===== src/rtl/multi_pulser_if.sv =====
// Purpose: bundles the per-channel raw inputs and the pulse/level outputs of multi_pulser.
// Latency: none, wiring only.
// Backpressure: none, outputs are free-running one-cycle strobes and levels.
interface multi_pulser_if #(
    parameter int N = 4
);
    logic [N-1:0] in;
    logic [N-1:0] pulse;
    logic [N-1:0] level;

    modport master (output in, input pulse, input level);
    modport slave  (input in, output pulse, output level);
endinterface


===== src/rtl/multi_pulser.sv =====
// Purpose: per-channel synchroniser, debouncer, edge-to-pulse converter with optional auto-repeat.
// Latency: level changes SYNC_STAGES+DEBOUNCE-1 edges after a new stable input is first sampled; pulse one edge later.
// Backpressure: none, pulses are one-cycle strobes that are never held or queued.
module multi_pulser #(
    parameter int N             = 4,
    parameter int SYNC_STAGES   = 2,
    parameter int DEBOUNCE      = 4,
    parameter int EDGE_MODE     = 0,
    parameter int REPEAT_DELAY  = 20,
    parameter int REPEAT_PERIOD = 0
) (
    input logic           clk,
    input logic           rst,
    multi_pulser_if.slave bus
);
    localparam int DW = $clog2(DEBOUNCE + 1);
    localparam logic [DW-1:0] DB_LAST = DW'(DEBOUNCE - 1);
    localparam bit REP_EN = (REPEAT_PERIOD > 0) && (EDGE_MODE == 0);

    logic [N-1:0] pulse_r;
    logic [N-1:0] level_r;

    assign bus.pulse = pulse_r;
    assign bus.level = level_r;

    for (genvar i = 0; i < N; i++) begin : g_ch
        logic [SYNC_STAGES-1:0] sync;
        logic                   sync_val;
        logic [DW-1:0]          db_cnt;
        logic [DW-1:0]          cnt_nxt;
        logic                   lvl;
        logic                   lvl_d;
        logic                   lvl_nxt;
        logic                   rise;
        logic                   fall;
        logic                   edge_hit;
        logic                   rep_hit;
        logic                   pls;

        assign sync_val = sync[SYNC_STAGES-1];

        // Synchroniser chain: the raw input is used nowhere else
        always_ff @(posedge clk) begin
            if (!rst) begin
                sync <= '0;
            end else begin
                sync <= {sync[SYNC_STAGES-2:0], bus.in[i]};
            end
        end

        // Debounce: count cycles of disagreement, flip the level on the DEBOUNCE-th one
        always_comb begin
            lvl_nxt = lvl;
            cnt_nxt = '0;
            if (sync_val != lvl) begin
                if (db_cnt == DB_LAST) begin
                    lvl_nxt = ~lvl;
                end else begin
                    cnt_nxt = db_cnt + 1'b1;
                end
            end
        end

        // Debounce state plus a delayed copy of the level for edge detection
        always_ff @(posedge clk) begin
            if (!rst) begin
                db_cnt <= '0;
                lvl    <= 1'b0;
                lvl_d  <= 1'b0;
            end else begin
                db_cnt <= cnt_nxt;
                lvl    <= lvl_nxt;
                lvl_d  <= lvl;
            end
        end

        // Edge selection on the debounced level
        always_comb begin
            rise     = lvl & ~lvl_d;
            fall     = ~lvl & lvl_d;
            edge_hit = 1'b0;
            case (EDGE_MODE)
                0:       edge_hit = rise;
                1:       edge_hit = fall;
                default: edge_hit = rise | fall;
            endcase
        end

        if (REP_EN) begin : g_rep
            localparam int RMAX = (REPEAT_DELAY > REPEAT_PERIOD) ? REPEAT_DELAY : REPEAT_PERIOD;
            localparam int RW   = $clog2(RMAX + 1);
            localparam logic [RW-1:0] DLY_LAST = RW'(REPEAT_DELAY - 1);
            localparam logic [RW-1:0] PER_LAST = RW'(REPEAT_PERIOD - 1);

            logic [RW-1:0] rcnt;
            logic          ractive;
            logic          rperiodic;
            logic          rfire;

            // Fire only while the level is staying high, so nothing escapes on the falling edge
            assign rfire   = ractive && lvl_nxt && (rcnt == (rperiodic ? PER_LAST : DLY_LAST));
            assign rep_hit = rfire;

            // Repeat timer: armed by the initial rising pulse, first gap REPEAT_DELAY then REPEAT_PERIOD
            always_ff @(posedge clk) begin
                if (!rst || !lvl_nxt) begin
                    rcnt      <= '0;
                    ractive   <= 1'b0;
                    rperiodic <= 1'b0;
                end else if (rise) begin
                    rcnt      <= '0;
                    ractive   <= 1'b1;
                    rperiodic <= 1'b0;
                end else if (ractive) begin
                    if (rfire) begin
                        rcnt      <= '0;
                        rperiodic <= 1'b1;
                    end else begin
                        rcnt <= rcnt + 1'b1;
                    end
                end
            end
        end else begin : g_norep
            assign rep_hit = 1'b0;
        end

        // Registered output strobe
        always_ff @(posedge clk) begin
            if (!rst) begin
                pls <= 1'b0;
            end else begin
                pls <= edge_hit | rep_hit;
            end
        end

        assign pulse_r[i] = pls;
        assign level_r[i] = lvl;
    end
endmodule


===== src/flat_wrapper.sv =====
// flat-port wrapper written by rule: the top's interface ports become plain ports
module multi_pulser_flat 
#(
    parameter int N             = 4,
    parameter int SYNC_STAGES   = 2,
    parameter int DEBOUNCE      = 4,
    parameter int EDGE_MODE     = 0,
    parameter int REPEAT_DELAY  = 20,
    parameter int REPEAT_PERIOD = 0
)
  (clk, rst, bus_in, bus_pulse, bus_level);
  multi_pulser_if #(.N(N)) bus_i ();
  input logic clk;
  input logic rst;
  input wire logic [$bits(bus_i.in)-1:0] bus_in;
  output wire logic [$bits(bus_i.pulse)-1:0] bus_pulse;
  output wire logic [$bits(bus_i.level)-1:0] bus_level;
  assign bus_i.in = bus_in;
  assign bus_pulse = bus_i.pulse;
  assign bus_level = bus_i.level;
  multi_pulser #(.N(N), .SYNC_STAGES(SYNC_STAGES), .DEBOUNCE(DEBOUNCE), .EDGE_MODE(EDGE_MODE), .REPEAT_DELAY(REPEAT_DELAY), .REPEAT_PERIOD(REPEAT_PERIOD)) u_core (.clk(clk), .rst(rst), .bus(bus_i));
endmodule

===== config.mk =====
export PLATFORM = sky130hd
export DESIGN_NAME = multi_pulser_flat
export DESIGN_NICKNAME = d
export VERILOG_FILES = /design/src/rtl/multi_pulser_if.sv /design/src/rtl/multi_pulser.sv /design/src/flat_wrapper.sv
export SDC_FILE = /design/constraint.sdc
export NUM_CORES = 1
export LEC_CHECK = 0
export CAP_MARGIN = 20
export CORE_ASPECT_RATIO = 0.9
export CORE_UTILIZATION = 50
export DETAILED_ROUTE_END_ITERATION = 8
export GPL_TIMING_DRIVEN = 0
export PLACE_DENSITY_LB_ADDON = 0.2
export SLEW_MARGIN = 20
export SYNTH_ARGS = -nofsm -noshare
export SYNTH_HDL_FRONTEND = slang
export SYNTH_SLANG_ARGS = --single-unit

===== constraint.sdc =====
create_clock -name clk -period 1.35 [get_ports clk]
set_input_delay 0.2025 -clock clk [delete_from_list [all_inputs] [get_ports clk]]
set_output_delay 0.2025 -clock clk [all_outputs]
set_load 0.005 [all_outputs]

[After elaboration in Yosys (flattened, before gate mapping)]
Index checks and enable logic that the tools add are counted.
Word-level totals
  flip-flop bits (word level): 32
  input port bits: 6
Operators by class
  reduce and logical (&&, ||, !) cells: 8
  $add $sub $neg: 4
  equal/unequal tests: 8
  bitwise logic cells: 17
Operator list (count)
  $not A1 Y1: 13
  $add A3 B1 Y3 const B: 4
  $eq A3 B2 Y1 const B: 4
  $reduce_or A3 Y1: 4
  $reduce_and A2 Y1: 4
  $and A1 B1 Y1: 4
  $ne A1 B1 Y1: 4

[Longest topological paths before layout]
Gate-level depths: netlist of run 1.
  depth in word-level cells: 3
  gate-level depth with buffers: 4
  depth with buffers taken out: 4

[Worst setup path after synthesis of run 1]
No wires, ideal clock.
  path kind: flip-flop to flip-flop
  start point: reg u_core.g_ch[1].db_cnt[0]
  end point: reg u_core.g_ch[1].db_cnt[2]
  slack: 272 ps
  period minus slack after synthesis: 1078 ps
  arrival: 982 ps
  stages on the path, launching flop included: 4
  cells stage by stage: dfxtp_1 -> ha_1 -> ha_1 -> nor4b_1
On the way
  word-level cells in the longest chain between the ends: 2
  elaborated cells between the ends (all ways): 3
  those cells by class: add/sub: 1; eq/ne: 1; reduce/logical: 1
RTL lines
  from (decl): line multi_pulser.sv:29  | logic [DW-1:0] db_cnt;
  from (signal assigned): line multi_pulser.sv:71  | db_cnt <= cnt_nxt;
  branches (longest 2 deep; another with $add A3 B1 Y3)
Parallel ways; which one is timed is not known.
A chain may end at the register's enable or synchronous reset.

[Worst setup path after layout of run 1]
  start point: reg u_core.g_ch[0].lvl
  end point: out bus_level[0]
RTL lines
  from (decl): line multi_pulser.sv:31  | logic lvl;
  from (signal assigned): line multi_pulser.sv:72  | lvl <= lvl_nxt;
  to (decl): line flat_wrapper.sv:17  | output wire logic [$bits(bus_i.level)-1:0] bus_level;
No word-level cell between the ends.

==> summary.md, run 1 <==
| Metric | Value |
|---|---|
| Starting Density | 53.0% |
| Cell count of the worst reg-to-reg path | 3 |
| Worst Slack Setup Final | 143 ps |
| Worst-path cell chain | buf_4, dlygate4sd2_1 |
| RSZ-0062 raised after global routing | false |
| Num Clock Sinks | 32 |
| Synth warn | 0 |
| H-Tree Depth | 2 |
| Peak supply drop | 0.757 mV |
| CTS tree | built |
| Fin util | 63.8% |
| Clock-pin slew on the worst setup and hold paths | 90 ps |
| Post-synth top area share | 56.0% |
| Gr ovfl total | 0 |
| Dpl hpwl | ~1100 µm |
| Routed Antenna Nets | 0 |
| Sequential Power Share | 66.2% |
| Hold Vio Cnt, Final | 0 |
| Via count | 684 |
| Max-slew headroom | 75.0% |
| Sequential area share after synthesis | a little under three fifths |
| Post-synthesis adder-cell area fraction | 8.74% |
| Row count | 16 |
| Clk root buf | clkbuf_4 |
| Worst setup SP type | flop |
| Capturing element type of the critical path | primary output |
| CP max stage cell | dfxtp_2 |
| Crit path from | u_core.g_ch[0].lvl |
| Post-synth net total | 108 |
| Final min period | 1210 ps |
| Nets | 132 |
| Worst Path Required | 1150 ps |
| CP delay by family, top | buffers and inverters |
| Synth area leaders | dfxtp_1, ha_1, nor4b_1, and2_1, buf_4 |
| Cell taking the most area after synthesis | dfxtp_1 |
| Cell variety after synth | 13 |
| RePlAce Congestion | ~0.64 |
| Share of post-route cells with drive strength above 1 | 23.3% |
| Multiplexer share of the synthesized area | 3.50% |
| Post-Synth XOR/XNOR Area | 3.06% |
| Initial antenna violation count | 0 |
| Finish-stage setup viols | 0 |
| Pre-CTS setup slack | -134 ps |
| Final Cell Area | 1380 µm² |
| Worst path depth | 2 |
| Die area | 2490 µm² |
| Remaining DRCs | 0 |
| Switching share of power | 19.9% |
| Routed WL | 1570 µm |
| Die width | 52.4 µm |
| Critical setup path kind | flop to primary output |
| RR Startpoint | u_core.g_ch[3].db_cnt[0] |
| Internal power | roughly 1200 µW |
| Worst setup path endpoint | bus_level[0] |
| Worst clock skew | approximately 7.3 ps |
| Worst endpoint data arrival time | 1000 ps |
| Inserted Clock Buffers | 5 |
| Clock tree buffer depth | 2 |
| Net Switching | 290 µW |
| Comb pwr share | 3.6% |
| Worst reg2reg endpoint | u_core.g_ch[3].db_cnt[2] |
| Vias in the first global route | 675 |
| Drt pass-1 iters | 4 |
| Period Utilization, post-route | 89.4% |
| Leak | 0.000597 µW |
| Status | finished, final reports clean |
| Slowest stage delay, CP | ~330 ps |
| Vias per cell | about 4.8 |
| Crit-path max FO | 2 |
| Diode count | 0 |
| Initial DRC Count | 9 |
| PortBufs | 13 |
| MaxCap Viol Count | 0 |
| First-pass GRT wire length | 2680 µm |
| Post-DP Area | 1310 µm² |
| Slew @ Worst Pin | roughly 370 ps |
| Clk pwr share | around 30% |
| Cell Pwr Density | 1060 nW/µm² |
| Post-Synth Simple-Gate Area | 20.8% |
| Slew Viols, Final | 0 |
| Mapped cell area | ~1100 µm² |
| Top Ports | 14 |
| Largest family of logic cells by synthesized area | simple AND/OR/NAND/NOR gates |
| Mean Syn Cell Area | 12.2 µm² |
| WL/cell | approximately 11 µm |
| Setup_tns | 0 ps |
| Total GRT Usage | between 10% and 20% |
| Syn Inst Count | 94 |
| Worst R2R Setup Slack | 190 ps |
| Die height | 47.4 µm |
| Area added between synthesis and finish | 20.4% |
| CTS Hold Bufs | 0 |
| Core area | 2160 µm² |
| Hold Path Class | flop to flop |
| Largest net degree at the start of global routing | 11 |
| Post-synthesis register bit count | 32 |
| Fmax | 828 MHz |
| WHS | 384 ps |
| Worst-Skew Late Latency | 310 ps |
| Worst path buffer plus inverter count | 2 |
| Post-synthesis compound-gate area fraction | 0% |
-- logic make-up (layout without fill, tap and decap cells) --
logic type                 Yosys count  after routing
xor gates and xnor gates             4              4
adders and majority gates            8              8
muxes                                4              4
DFF                                 32             32
buffers and inverters               14             36
and+or+nand+nor                     32             32
-- how the worst min path moves through the flow --
stage	start	end	slack (ps)	depth (start not counted)
4_1_cts	u_core.g_ch[1].lvl_d	u_core.g_ch[1].pls	390	1
6_report	u_core.g_ch[1].lvl_d	u_core.g_ch[1].pls	380	1
3_5_place_dp	u_core.g_ch[0].lvl_d	u_core.g_ch[0].pls	380	1
3_3_place_gp	u_core.g_ch[0].lvl_d	u_core.g_ch[0].pls	370	1
2_1_floorplan	bus_in[0]	u_core.g_ch[0].sync[0]	330	1
5_1_grt	u_core.g_ch[1].lvl_d	u_core.g_ch[1].pls	400	1
-- metrics by stage --
step	total power (µW)	cells
floorplan	1010	94
global placement	1040	134
detailed placement	1040	134
CTS	1480	143
global route	1530	143
finish	1460	143
-- sequential cells by signal, summed over array words and instances (netlist names) --
register / flops
u_core.g_ch.lvl: 4
u_core.g_ch.db_cnt: 12
u_core.g_ch.sync: 8
u_core.g_ch.pls: 4
u_core.g_ch.lvl_d: 4
-- worst register-to-register path: stages, from the launching register on --
cell and delay (ps):
dfxtp_1 320, ha_1 190, ha_1 260, nor4b_1 290
-- cell usage in the layout, fill, tap and decap left out, drive strengths merged --
master	synthesis	layout
clkdlybuf4s50	0	5
inv	4	4
nor2b	8	8
dlygate4sd2	0	8
nor4bb	4	4
ha	8	8
mux2i	4	4
clkbuf	1	6
dfxtp	32	32
and2	12	12
buf	9	13
nor4b	8	8
xnor2	4	4
-- cells in the mapped netlist --
cell type and n:
ha_1 8, buf_4 8, inv_1 4, and2_1 10
nor4b_1 8, mux2i_1 4, buf_6 1, clkbuf_2 1
and2_2 2, xnor2_1 4, nor2b_1 8, nor4bb_1 4
dfxtp_1 32
-- power groups by stage --
| stage | Clock [µW] | Combinational [µW] | Sequential [µW] |
|---|---|---|---|
| finish | 439 | 53.1 | 964 |
| detailed placement | 0 | 53.3 | 986 |
| global placement | 0 | 52.5 | 986 |
| global route | 504 | 59.5 | 965 |
| floorplan | 0 | 30.1 | 985 |
| CTS | 467 | 53.6 | 964 |
-- cell type report --
| cell class | instances | area, µm² |
|---|---|---|
| Timing Repair Buffer | 17 | 150 |
| Inverter | 4 | 15.0 |
| Multi-Input combinational cell | 48 | 419 |
| Sequential cell | 32 | 647 |
| Tap cell | 27 | 33.8 |
| Clock buffer | 5 | 37.5 |
| Fill cell | 182 | 783 |
| Buffer | 10 | 76.3 |
-- what timing repair did --
| action | 4_1_cts | 5_1_grt |
|---|---|---|
| endpoints found under the setup margin | 8 | 1 |
| setup buffers | 4 | 0 |
| resized for setup | 13 | 1 |
-- per-layer routing --
layer / track usage, % / wire length (µm) / share of wire, % / up-vias
li1: - / - / - / 355
met1: 15.7 / 710 / 45 / 314
met2: 28.6 / 762 / 49 / 13
met3: 8.74 / 76 / 4.8 / 2
met4: 11.1 / 19 / 1.2 / 0
met5: 0 / 0 / 0 / -
No activity file was read; power rests on OpenSTA's default activity.
==> run 2: changes to the inputs <==
- PLACE_DENSITY: not set -> 0.73
- PLACE_DENSITY_LB_ADDON: 0.2 -> not set
- SETUP_SLACK_MARGIN: not set -> 0.4
==> run 2 against run 1 <==
Against the previous run:
- non-clock buffer count increased by 4
- sequential power about the same
- clock-buffer cell count increased by 1
- largest cell class is now multi-input combinational cells
==> summary.md, run 2 (same netlist as run 1, synthesis figures left out) <==
| Metric | Value |
|---|---|
| Pre-CTS setup slack | -69.8 ps (was -134 ps) |
| Largest Register | u_core.g_ch.db_cnt (unchanged) |
| Max reg flops | 12 (unchanged) |
| RR Startpoint | u_core.g_ch[2].lvl (was u_core.g_ch[3].db_cnt[0]) |
| Hold Path Class | flop to flop (unchanged) |
| Drt pass-1 iters | 5 (was 4) |
| Clk root buf | clkbuf_4 (unchanged) |
| Worst-path cell chain | buf_6, buf_6 (was buf_4, dlygate4sd2_1) |
| Inserted Clock Buffers | 5 (unchanged) |
| Crit-path max FO | 2 (unchanged) |
| Die area | 2490 µm² (unchanged) |
| Worst clock skew | 7.98 ps (was 7.25 ps) |
| Via count | 709 (was 684) |
| Slew Viols, Final | 0 (unchanged) |
| Die height | 47.4 µm (unchanged) |
| Finish-stage setup viols | 0 (unchanged) |
| Slowest stage delay, CP | 340 ps (was 330 ps) |
| Routed WL | 1770 µm (was 1570 µm) |
| Cell count of the worst reg-to-reg path | 3 (unchanged) |
| Worst path buffer plus inverter count | 2 (unchanged) |
| Cell Pwr Density | 923 nW/µm² (was 1060 nW/µm²) |
| Max-slew headroom | 75.0% (about the same) |
| Vias per cell | 4.73 (was 4.78) |
| Cell mode on critical path | buf_6 |
| Worst R2R Setup Slack | 290 ps (was 190 ps) |
| Vias in the first global route | 623 (was 675) |
| Diode count | 0 (unchanged) |
| Num Clock Sinks | 32 (unchanged) |
| Largest net degree at the start of global routing | 11 (unchanged) |
| Dpl hpwl | 1090 µm (was 1050 µm) |
| Most frequent cells in the layout | dfxtp_1, buf_6, buf_4 (was dfxtp_1, buf_4, and2_1) |
| RePlAce Congestion | 0.565 (was 0.642) |
| CTS tree | built (unchanged) |
| WHS Path Cells | 1 (unchanged) |
| Die width | 52.4 µm (unchanged) |
| Initial antenna violation count | 0 (unchanged) |
| Gr ovfl total | 0 (unchanged) |
| Remaining DRCs | 0 (unchanged) |
| Status | finished, final reports clean (unchanged) |
| MaxCap Viol Count | 0 (unchanged) |
| Top Ports | 14 (unchanged) |
| WL/cell | 11.8 µm (was 11.0 µm) |
| Leak | 0.000657 µW (was 0.000597 µW) |
| Initial DRC Count | 4 (was 9) |
| Clock-pin slew on the worst setup and hold paths | 100 ps (was 90 ps) |
| Worst endpoint data arrival time | 870 ps (was 1000 ps) |
| Commonest non-fill, non-tap cell in the layout | dfxtp_1 (unchanged) |
| First-pass GRT wire length | 2660 µm (was 2680 µm) |
| Hold Vio Cnt, Final | 0 (unchanged) |
| Nets | 136 (was 132) |
| Core area | 2160 µm² (unchanged) |
| Fmax | 934 MHz (was 828 MHz) |
| Worst Path Required | 1150 ps (about the same) |
| Final min period | 1070 ps (was 1210 ps) |
| Capturing element type of the critical path | primary output (unchanged) |
| CP delay by family, top | flip-flops (was buffers and inverters) |
| Worst Slack Setup Final | 279 ps (was 143 ps) |
| WHS Endpoint | u_core.g_ch[1].pls (unchanged) |
| Period Utilization, post-route | 79.3% (was 89.4%) |
| Worst-Skew Late Latency | 320 ps (was 310 ps) |
| Routed Antenna Nets | 0 (unchanged) |
| Worst reg2reg endpoint | u_core.g_ch[2].db_cnt[1] (was u_core.g_ch[3].db_cnt[2]) |
| Worst setup SP type | flop (unchanged) |
| Critical setup path kind | flop to primary output (unchanged) |
| CP max stage cell | dfxtp_2 (unchanged) |
| H-Tree Depth | 2 (unchanged) |
| Clock tree buffer depth | 2 (unchanged) |
| Area added between synthesis and finish | 50.9% (was 20.4%) |
| Peak supply drop | 0.706 mV (was 0.757 mV) |
| Worst hold path startpoint | u_core.g_ch[1].lvl_d (unchanged) |
| RSZ-0062 raised after global routing | true (was false) |
| Setup_tns | 0 ps (unchanged) |
| Top Registers | u_core.g_ch.db_cnt: 12 flops, u_core.g_ch.sync: 8 flops (unchanged) |
| Total GRT Usage | 16.2% (was 16.6%) |
| Slew @ Worst Pin | 375 ps (was 373 ps) |
| Row count | 16 (unchanged) |
| Starting Density | 53.0% (unchanged) |
| PortBufs | 13 (unchanged) |
| Share of post-route cells with drive strength above 1 | 56.9% (was 23.3%) |
run 2: cell types whose count changed in the layout (fill, tap and decap cells not counted), moves of 3 or more:
| cell | before | now |
|---|---|---|
| xnor2_2 | 0 | 3 |
| buf_6 | 1 | 13 |
| ha_1 | 8 | 0 |
| ha_4 | 0 | 8 |
| nor4b_4 | 0 | 5 |
| dlygate4sd2_1 | 8 | 1 |
| dfxtp_1 | 27 | 20 |
| dfxtp_2 | 5 | 11 |
| xnor2_1 | 4 | 0 |
| nor4b_1 | 7 | 0 |
run 2: cell type report:
cell class	count	area, µm²
Buffer	10	91.3
Clock buffer	6	51.3
Clock inverter	2	10.0
Fill cell	129	434
Inverter	4	15.0
Multi-Input combinational cell	48	669
Sequential cell	32	658
Tap cell	27	33.8
Timing Repair Buffer	21	199
run 2: timing repair:
| item | 4_1_cts | 5_1_grt |
|---|---|---|
| endpoints found under the setup margin | 36 | 24 |
| cloned | 0 | 0 |
| setup buffers | 8 | 0 |
| hold endpoints to repair | 0 | 0 |
| gates resized for setup | 60 | 7 |
| pin swaps | 3 | 1 |
| hold buffers | 0 | 0 |
run 2: how the worst max path moves through the flow:
stage,cells after the start,to,startpoint,slack [ps]
detailed placement,3,u_core.g_ch[2].db_cnt[0],rst,-70
finish,2,bus_level[2],u_core.g_ch[2].lvl,280
global placement,3,u_core.g_ch[2].db_cnt[0],rst,-50
floorplan,3,u_core.g_ch[2].db_cnt[2],u_core.g_ch[2].db_cnt[0],370
global route,2,bus_level[2],u_core.g_ch[2].lvl,250
CTS,2,bus_level[2],u_core.g_ch[2].lvl,260
run 2: through the flow:
| step | instance area [µm²] | hold slack (ps) | util, % | std cells | total power (µW) |
|---|---|---|---|---|---|
| after floorplan | 1280 | 330 | - | 94 | 1020 |
| after global placement | 1440 | 373 | 66.8 | 134 | 1040 |
| after detailed placement | 1440 | 380 | 66.8 | 134 | 1040 |
| after CTS | 1670 | 390 | 77.4 | 150 | 1610 |
| after global routing | 1730 | 415 | 79.9 | 150 | 1670 |
| final | 1730 | 390 | 79.9 | 150 | 1600 |
run 2: where the power goes:
| part | leakage [µW] | total [µW] | internal [µW] | switching (µW) |
|---|---|---|---|---|
| Sequential | 0.000266 | 967 | 957 | 9.64 |
| Combinational | 0.000353 | 75.1 | 48.5 | 26.6 |
| Clock | 0.0000380 | 554 | 248 | 306 |
run 2: metal layers:
layer	vias up	share of wire [%]	track usage, %
met5	-	0	0
met4	0	2.4	11.1
met3	5	4.1	5.83
met2	14	49	26.6
met1	328	45	17.9
li1	362	-	-
